$ cat src/rtl/mult_control.sv
// Sequential 32x32 unsigned shift-add multiplier controller driving an external 32-bit ALU.
// One add-and-shift step per RUN cycle; the product is held after DONE until the next start.
//
// state | meaning
// IDLE  | waiting for start; product holds the last result
// RUN   | 32 add/shift iterations using the external ALU sum
// DONE  | one-cycle completion pulse, product stable
module mult_control #(
  parameter logic [2:0] ALU_OP_ADD = 3'b100
) (
  input  logic        clk,
  input  logic        reset_n,
  input  logic        start,
  input  logic [31:0] multiplicand,
  input  logic [31:0] multiplier,
  output logic [31:0] alu_a,
  output logic [31:0] alu_b,
  output logic [2:0]  alu_op,
  output logic        alu_cin,
  input  logic [31:0] alu_result,
  input  logic        alu_cout,
  output logic [63:0] product,
  output logic        busy,
  output logic        done
);

  localparam logic [1:0] IDLE = 2'd0;
  localparam logic [1:0] RUN  = 2'd1;
  localparam logic [1:0] DONE = 2'd2;

  logic [1:0]  state;
  logic [31:0] mcand;
  logic [31:0] product_hi;
  logic [31:0] product_lo;
  logic [4:0]  count;
  logic [32:0] sum;
  logic [64:0] shifted;

  assign alu_a   = product_hi;
  assign alu_b   = mcand;
  assign alu_op  = ALU_OP_ADD;
  assign alu_cin = 1'b0;
  assign product = {product_hi, product_lo};
  assign busy    = (state == RUN) || (state == DONE);
  assign done    = (state == DONE);

  // The ALU carry becomes bit 32 of the partial sum so the shift never loses it.
  always_comb begin
    sum     = product_lo[0] ? {alu_cout, alu_result} : {1'b0, product_hi};
    shifted = {sum, product_lo};
  end

  always_ff @(posedge clk) begin
    if (!reset_n) begin
      state      <= IDLE;
      mcand      <= 32'd0;
      product_hi <= 32'd0;
      product_lo <= 32'd0;
      count      <= 5'd0;
    end else begin
      case (state)
        IDLE: begin
          if (start) begin
            mcand      <= multiplicand;
            product_hi <= 32'd0;
            product_lo <= multiplier;
            count      <= 5'd0;
            state      <= RUN;
          end
        end
        RUN: begin
          {product_hi, product_lo} <= shifted[64:1];
          count                    <= count + 5'd1;
          if (count == 5'd31) state <= DONE;
        end
        DONE:    state <= IDLE;
        default: state <= IDLE;
      endcase
    end
  end

endmodule

$ cat config.mk
export PLATFORM = sky130hd
export DESIGN_NAME = mult_control
export DESIGN_NICKNAME = d
export VERILOG_FILES = /design/src/rtl/mult_control.sv
export SDC_FILE = /design/constraint.sdc
export NUM_CORES = 1
export LEC_CHECK = 0
export ABC_AREA = 1
export CAP_MARGIN = 20
export CORE_ASPECT_RATIO = 1.2
export CORE_MARGIN = 2
export CORE_UTILIZATION = 30
export CTS_CLUSTER_DIAMETER = 40
export DETAILED_ROUTE_END_ITERATION = 7
export GPL_TIMING_DRIVEN = 0
export MAX_ROUTING_LAYER = met4
export PLACE_DENSITY = 0.66
export SLEW_MARGIN = 20
export SYNTH_ARGS = -nofsm -noshare
export SYNTH_HDL_FRONTEND = slang
export SYNTH_SLANG_ARGS = --single-unit
$ cat constraint.sdc
create_clock -name clk -period 1.69 [get_ports clk]
set_input_delay 0.338 -clock clk [delete_from_list [all_inputs] [get_ports clk]]
set_output_delay 0.338 -clock clk [all_outputs]
set_load 0.02 [all_outputs]
Word level (Yosys, flattened, before mapping)
Index checks and enable logic that the tools add are counted.

cells by class
  add/sub/neg operators = 1
  multiply operators = 0
  divide/modulo/power cells = 0
  $lt $le $gt $ge = 0
  equality and inequality tests = 5
  shift operators = 0
  multiplexer cells = 10
  bitwise gates (word level) = 0
  reduce and logical (&&, ||, !) cells = 6

operators with widths
  cell                 number
  $pmux 32 s2          2
  $mux 32              2
  $mux 33              1
  $pmux 5 s2           1
  $reduce_and 2->1     3
  $add 5x1->5 const B  1
  $eq 5x5->1 const B   1
  $mux 5               1
  $mux 2               2
  $pmux 2 s2           1
  $eq 2x1->1 const B   1
  $eq 2x2->1 const B   1
  $logic_not 2->1      1
  $ne 2x1->1 const B   1
  $ne 2x2->1 const B   1
  $reduce_bool 2->1    1
  $logic_or 1x1->1     1

word-level totals
  register bits = 103
  latch bits = 0
  bits in writable memories = 0
  bits in read-only memories = 0
  input bits = 100
  output and inout bits = 134
  word-level logic and storage cells = 27
  memories kept = 0

Depth between registers and ports, before layout
Gate-level depths: netlist of the first run.

  depth after elaboration = 3
  depth in mapped cells = 10
  mapped depth without buffers = 8

Worst setup path after synthesis of the first run
OpenSTA, ideal clock, no wires.

  path kind = reg2reg
  start = register state[1]
  end = register product_lo[30]
  library setup time = 116 ps
  arrival time = 1258 ps
  data required time = 1574 ps
  path slack = 316 ps
  stages on the path, launching flop included = 10
  buffers on the path = 3
  clock period less this slack = 1374 ps
  path through = dfxtp_1 inv_1 ha_1 buf_4 inv_2 buf_2 buf_4 o21ai_0 nor2_1 nor2_1

between the ends
  longest elaborated chain between the ends = 3
  elaborated cells between the ends (all ways) = 6
  classes of those cells = eq/ne (2); mux (1); reduce/logical (3)

ends and longest elaborated chain
  element                                                           RTL line  source
  start, declared                                                   31        logic [1:0] state;
  start signal, assigned                                            55        state <= IDLE;
  start signal, assigned                                            68        state <= RUN;
  start signal, assigned                                            74        if (count == 5'd31) state <= DONE;
  $eq 2x1->1 or $logic_not 2->1 (tied branches)                     61        case (state)
  $reduce_bool 2->1 (no source line) or $ne 2x2->1 (tied branches)  n/a
  $reduce_and 2->1 (no source line)                                 n/a
  end signal, assigned                                              66        product_lo <= multiplier;
  end signal, assigned                                              72        {product_hi, product_lo} <= shifted[64:1];
  end, declared                                                     34        logic [31:0] product_lo;

Several ways; a longest one is shown, not always the timed one.
A chain may end at the register's enable or synchronous reset.

Worst setup path in the final report of the first run
  start = register product_hi[3] (netlist: alu_a[3])
  end = output alu_a[3]

RTL lines
  element                 RTL line  source
  start, declared         33        logic [31:0] product_hi;
  start signal, assigned  72
  end, declared           16        output logic [31:0] alu_a,

No word-level cell between the ends.

==> impl_metrics.ini, run 1 <==
[run_status]
status = completed

[drt]
drtIter0Drc = 238
viasPerCell = 4.35
drc = 0
drt-total-wl_mm = 15.2
ant_nets = 0
vias = 5117
dr.pass1.iters = 6
wire_per_inst_um = 12.9

[timing]
skew_ns = 0.00801
rsz0062_at_grt = false
slew_violations = 0
timing.final.hold_violations = 0
tns_ns = 0
finalSetupViolCount = 0
max_freq_ghz = 0.600
finalCriticalPeriod_ns = 1.67
period_share_pct = 98.6

[run]
drv_cap = 0

[cts]
clockRootBuffer = clkbuf_16
cts_hold_buf = 0
h-tree-depth = 3
cts_inserted_buffers = 9
path_clk_slew_ns = 0.07
cts_sinks = 103
cts_max_path_buffers = 2
insertion_delay_ns = 0.34
cts_tree = yes

[logic_synthesis]
syn_inst = 718
yosysTopAreaCell = dfxtp_1
synth_area_per_cell_sq_um = 6.60
synthFlopType = dfxtp_1
netlist.area_leader.share_pct = 43.5
yosysMostFrequentCell = nand2_1
yosysWarningCount = 0
ys_ff_latch = 103
ys_seq_area_share_pct = 43.5
synthArstFlopShare_pct = 0
yosys-top-cells-count = 267 x nand2_1, 139 x nor2_1, 103 x dfxtp_1, 68 x o21ai_0, 43 x buf_4
synth_area_sq_mm = 0.00474
synth_area_leaders = dfxtp_1 43%, nand2_1 21%, nor2_1 11%, o21ai_0 7.2%, buf_4 6.8%
synth.distinct_cells = 18
synth_edf_count = 0

[critical_path]
crit_family = buffers and inverters
required_ns = 1.35
critPathMaxStageDelay_ns = 0.61
path_cells = clkdlybuf4s50_1
critPathMaxFanout = 4
cp_data_arrival_time_ns = 1.33
crit_type = reg -> out
cp_num_buf_inv = 1
start_kind = register
end_kind = output port
slowest_stage = clkdlybuf4s50_1

[finish]
final_cells = 1176
num_antenna_cells = 0
area_delta_synth_final_pct = 61.9
final_layout_size_suffix_gt1_share_pct = 9.50
final_nets = 1068

[die]
die_h_um = 142
start_util_pct = 30.6
die_w_um = 119
std_cell_rows = 50
core_area_sq_mm = 0.0155
die-area_sq_mm = 0.0168
ios = 234

[grt]
grtUsageMet3_pct = 3.34
grt_pass1_wl_mm = 23.3
grt_max_degree = 19
met1_usage_pct = 21.7
antenna_found_initial = 0
use_met2_pct = 29.0
gr-max-usage-layer = met2
gr-total-overflow = 0
grt_util_all_layers_pct = 17.5
grt_pass1_vias = 4540

[pwr]
power_density_mw_per_mm2 = 939
power.leakage_nw = 3.94
vdd_drop_max_mv = 0.632

[placed_design]
dp_hpwl_mm = 11.3
portBuffers = 229
dp_cells = 1157
gp_congestion = 0.806

[min_path]
hp-class = reg -> reg
[layout by cell type, fill, tap and decap left out, drive strengths merged]
cell type	Yosys	final
a21oi	39	39
and3	1	1
buf	60	62
clkbuf	20	31
clkdlybuf4s15	0	1
clkdlybuf4s50	0	141
clkinv	2	4
clkinvlp	0	2
conb	2	4
dfxtp	103	103
dlygate4sd2	0	62
dlymetal6s2s	0	24
ha	5	5
inv	9	12
nand2	268	268
nand3	2	2
nor2	139	139
o21ai	68	68
[what timing repair did]
item,in CTS,in global routing
endpoints found under the setup margin,105,94
buffers inserted,0,2
cloned,0,1
endpoints found under the hold margin,0,0
gates resized for setup,74,50
pin swaps,0,1
[routing by layer]
| metal | vias up | wire length (um) |
|---|---|---|
| met1 | 2269 | 6750 |
| met3 | 12 | 789 |
| met5 | - | 0 |
| met2 | 155 | 7410 |
| met4 | 0 | 222 |
| li1 | 2681 | - |
[report_power, final]
group          total [mW]  switching (mW)  internal, mW
Clock                1.99           0.974          1.02
Combinational        2.38            1.32          1.06
Sequential           2.84           0.162          2.68
[logic make-up (layout without fill, tap and decap cells)]
logic type	Yosys count	in the layout	synth area share, %
other	2	4	0.158
adder cells (fa/ha/maj)	5	5	1.32
buffers and inverters	91	339	11.0
AND/OR/NAND/NOR	410	410	32.6
flip-flops	103	103	43.5
AO/OA/AOI/OAI	107	107	11.4
[final cells by class]
| type | instances | area, sq um |
|---|---|---|
| clock inverters | 7 | 55.1 |
| fillers | 1653 | 7840 |
| clock buffers | 9 | 225 |
| plain buffers | 80 | 532 |
| well taps | 208 | 260 |
| flip-flops and latches | 103 | 2070 |
| inverters | 11 | 45.0 |
| repair buffers | 232 | 2310 |
| multi-input cells | 526 | 2180 |
[state kept, by name, indices dropped and copies added, names as in the netlist]
signal      flops
alu_a          32
product_lo     32
state           2
count           5
alu_b          32
[stage by stage]
stage	setup slack, ns	total power [mW]	hold WS, ns	cell area (sq um)	util (%)
6_report	0.0230	7.21	0.484	7680	49.5
3_5_place_dp	-0.202	5.22	0.468	7300	47.1
4_1_cts	0.000142	7.20	0.477	7520	48.4
3_3_place_gp	-0.209	5.22	0.460	7300	47.1
5_1_grt	0.000778	7.62	0.500	7680	49.5
2_1_floorplan	0.316	4.14	0.448	4750	-
[worst paths after layout]
path	start	endpoint	slack, ns	cells after the start
worst max-delay path	alu_a[3]$_SDFFE_PN0P_	alu_a[3]	0.02	1
worst min-delay path	alu_b[11]$_SDFFE_PN0P_	alu_b[11]$_SDFFE_PN0P_	0.48	2
worst max register to register	state[1]$_SDFFE_PN0P_	alu_a[22]$_SDFFE_PN0P_	0.15	9
worst min register to register	alu_b[11]$_SDFFE_PN0P_	alu_b[11]$_SDFFE_PN0P_	0.48	2
Note: power is estimated with default switching activity, not from simulation.
==> run 2: changes to the inputs <==
--- a/config.mk
+++ b/config.mk
@@ -10,7 +10,6 @@
 export CORE_ASPECT_RATIO = 1.2
 export CORE_MARGIN = 2
 export CORE_UTILIZATION = 30
-export CTS_CLUSTER_DIAMETER = 40
 export DETAILED_ROUTE_END_ITERATION = 7
 export GPL_TIMING_DRIVEN = 0
 export MAX_ROUTING_LAYER = met4
==> results of run 2 <==
No change in the layout: final DEF, timing and power equal those of run 1.
==> run 3: changes to the inputs <==
--- a/config.mk
+++ b/config.mk
@@ -7,13 +7,15 @@
 export LEC_CHECK = 0
 export ABC_AREA = 1
 export CAP_MARGIN = 20
+export CELL_PAD_IN_SITES_DETAIL_PLACEMENT = 0
+export CELL_PAD_IN_SITES_GLOBAL_PLACEMENT = 1
 export CORE_ASPECT_RATIO = 1.2
 export CORE_MARGIN = 2
-export CORE_UTILIZATION = 30
+export CORE_UTILIZATION = 27
 export DETAILED_ROUTE_END_ITERATION = 7
 export GPL_TIMING_DRIVEN = 0
 export MAX_ROUTING_LAYER = met4
-export PLACE_DENSITY = 0.66
+export PLACE_DENSITY = 0.84
 export SLEW_MARGIN = 20
 export SYNTH_ARGS = -nofsm -noshare
 export SYNTH_HDL_FRONTEND = slang
==> run 3 against run 2 <==
Global-route usage fell by 1.0 points. Register-to-register slack got worse by 0.02 ns. Worst hold slack got worse by 0.013 ns. Cell area barely moved. Utilization fell by 5.3 points. Combinational power fell by 2%.
==> impl_metrics.ini, run 3 (synthesis results as in run 1) <==
[critical_path]
cp_data_arrival_time_ns = 1.30
critical_path_depth = 1
critPathMaxFanout = 2
crit_start = alu_b[12]$_SDFFE_PN0P_
ff2ff_setup_slack_ns = 0.13
r2r_cells = 7
worstReg2RegEnd = product_lo[14]$_SDFFE_PN0P_
path_cells = clkdlybuf4s50_1
end_kind = output port
required_ns = 1.35
start_kind = register
slowest_stage = clkdlybuf4s50_1
r2r_start = state[0]$_SDFFE_PN0P_
crit_family = buffers and inverters
crit_type = reg -> out
crit_end = alu_b[12]
critPathMaxStageDelay_ns = 0.61
cp_num_buf_inv = 1

[timing]
skew_ns = 0.00752
hold-worst-slack_ns = 0.472
period_share_pct = 96.8
finalCriticalPeriod_ns = 1.64
slew_violations = 0
timing.final.hold_violations = 0
max_freq_ghz = 0.611
finalSetupViolCount = 0

[drt]
dr.pass1.iters = 4
drc = 0
drtIter0Drc = 154
vias = 5142
drt-total-wl_mm = 15.2
viasPerCell = 4.34
wire_per_inst_um = 12.8
ant_nets = 0

[finish]
area_delta_synth_final_pct = 61.9
final_cell_mix = 264 x nand2_1, 139 x nor2_1, 119 x clkdlybuf4s50_1, 102 x dfxtp_1, 79 x dlygate4sd2_1
num-fill-cells = 1871
num_antenna_cells = 0
final_nets = 1066
final_area_sq_mm = 0.00767
finalCoreUtilization_pct = 44.2
mostFrequentLayoutCell = nand2_1
final_layout_size_suffix_gt1_share_pct = 9.42

[cts]
post_cts_buffers = 0
cts_max_path_buffers = 2
h-tree-depth = 3
clockRootBuffer = clkbuf_16
path_clk_slew_ns = 0.08
cts_tree = yes
insertion_delay_ns = 0.35
cts_sinks = 103
cts_inserted_buffers = 9

[die]
start_util_pct = 27.3
die-area_sq_mm = 0.0186
std_cell_rows = 53
die_w_um = 125
die_h_um = 149
core_area_sq_mm = 0.0174
ios = 234

[grt]
antenna_found_initial = 0
grt_pass1_vias = 4611
grt_pass1_wl_mm = 24.1
gr-total-overflow = 0
grt_max_degree = 19
grt_util_all_layers_pct = 16.4

[placed_design]
placed_cell_area_sq_mm = 0.00732
portBuffers = 229
dp_hpwl_mm = 11.2
gp_congestion = 0.758

[run]
drv_cap = 0

[run_status]
status = completed

[pwr]
power.leakage_nw = 4.07
power_density_mw_per_mm2 = 939
vdd_drop_max_mv = 0.521

[min_path]
hp-class = reg -> reg
-- run 3: cell count changes in the layout (fill, tap and decap cells not counted), sizes merged --
cell and delta:
buf -2, dlymetal6s2s +5, clkdlybuf4s15 -1, clkbuf +2, inv -1, clkdlybuf4s50 -22, dlygate4sd2 +17
-- run 3: report_power, final --
part | internal, mW | switching, mW
logic | 0.999 | 1.33
clock network | 1.06 | 0.983
registers | 2.68 | 0.159
total | 4.74 | 2.47
-- run 3: per-layer routing --
layer  up-vias  global-route usage, %  part of all wire (%)
met5         -                      -                     0
met4         0                   4.22                   1.4
met3        12                   5.27                   7.2
met2       168                   25.6                    47
met1      2280                   20.7                    45
li1       2682                      -                     -
-- run 3: per-stage QoR --
stage                     worst slack, ns  cells  total power [mW]    TNS, ns
after global routing            -0.000193   1186              7.69  -0.000193
after detailed placement           -0.351   1169              5.24     -22.24
after global placement             -0.294   1169              5.24     -18.80
after CTS                        0.000447   1185              7.28          0
after floorplan                     0.316    720              4.14          0
final                              0.0543   1186              7.21          0
-- run 3: cell type report --
| cell class | count | area, sq um | share of cell area [%] |
|---|---|---|---|
| Buffer | 80 | 528 | 6.88 |
| Clock buffer | 10 | 239 | 3.11 |
| Clock inverter | 6 | 52.6 | 0.685 |
| Inverter | 11 | 45.0 | 0.587 |
| Multi-Input combinational cell | 526 | 2190 | 28.5 |
| Sequential cell | 103 | 2060 | 26.9 |
| Tap cell | 220 | 275 | 3.59 |
| Timing Repair Buffer | 230 | 2280 | 29.7 |
-- run 3: worst min-delay path by stage --
stage          slack (ns)                  start  depth (start not counted)                    end
4_1_cts              0.47  count[4]$_SDFFE_PN0P_                          2  count[4]$_SDFFE_PN0P_
5_1_grt              0.50  count[4]$_SDFFE_PN0P_                          2  count[4]$_SDFFE_PN0P_
3_3_place_gp         0.46  count[4]$_SDFFE_PN0P_                          2  count[4]$_SDFFE_PN0P_
6_report             0.47  count[4]$_SDFFE_PN0P_                          2  count[4]$_SDFFE_PN0P_
2_1_floorplan        0.45  count[4]$_SDFFE_PN0P_                          2  count[4]$_SDFFE_PN0P_
3_5_place_dp         0.47  count[4]$_SDFFE_PN0P_                          2  count[4]$_SDFFE_PN0P_
-- run 3: what timing repair did --
action	in CTS	in global routing
cloned	0	1
endpoints found under the setup margin	148	100
endpoints found under the hold margin	0	0
pin swaps	0	1
resized for setup	91	59
hold buffers	0	0
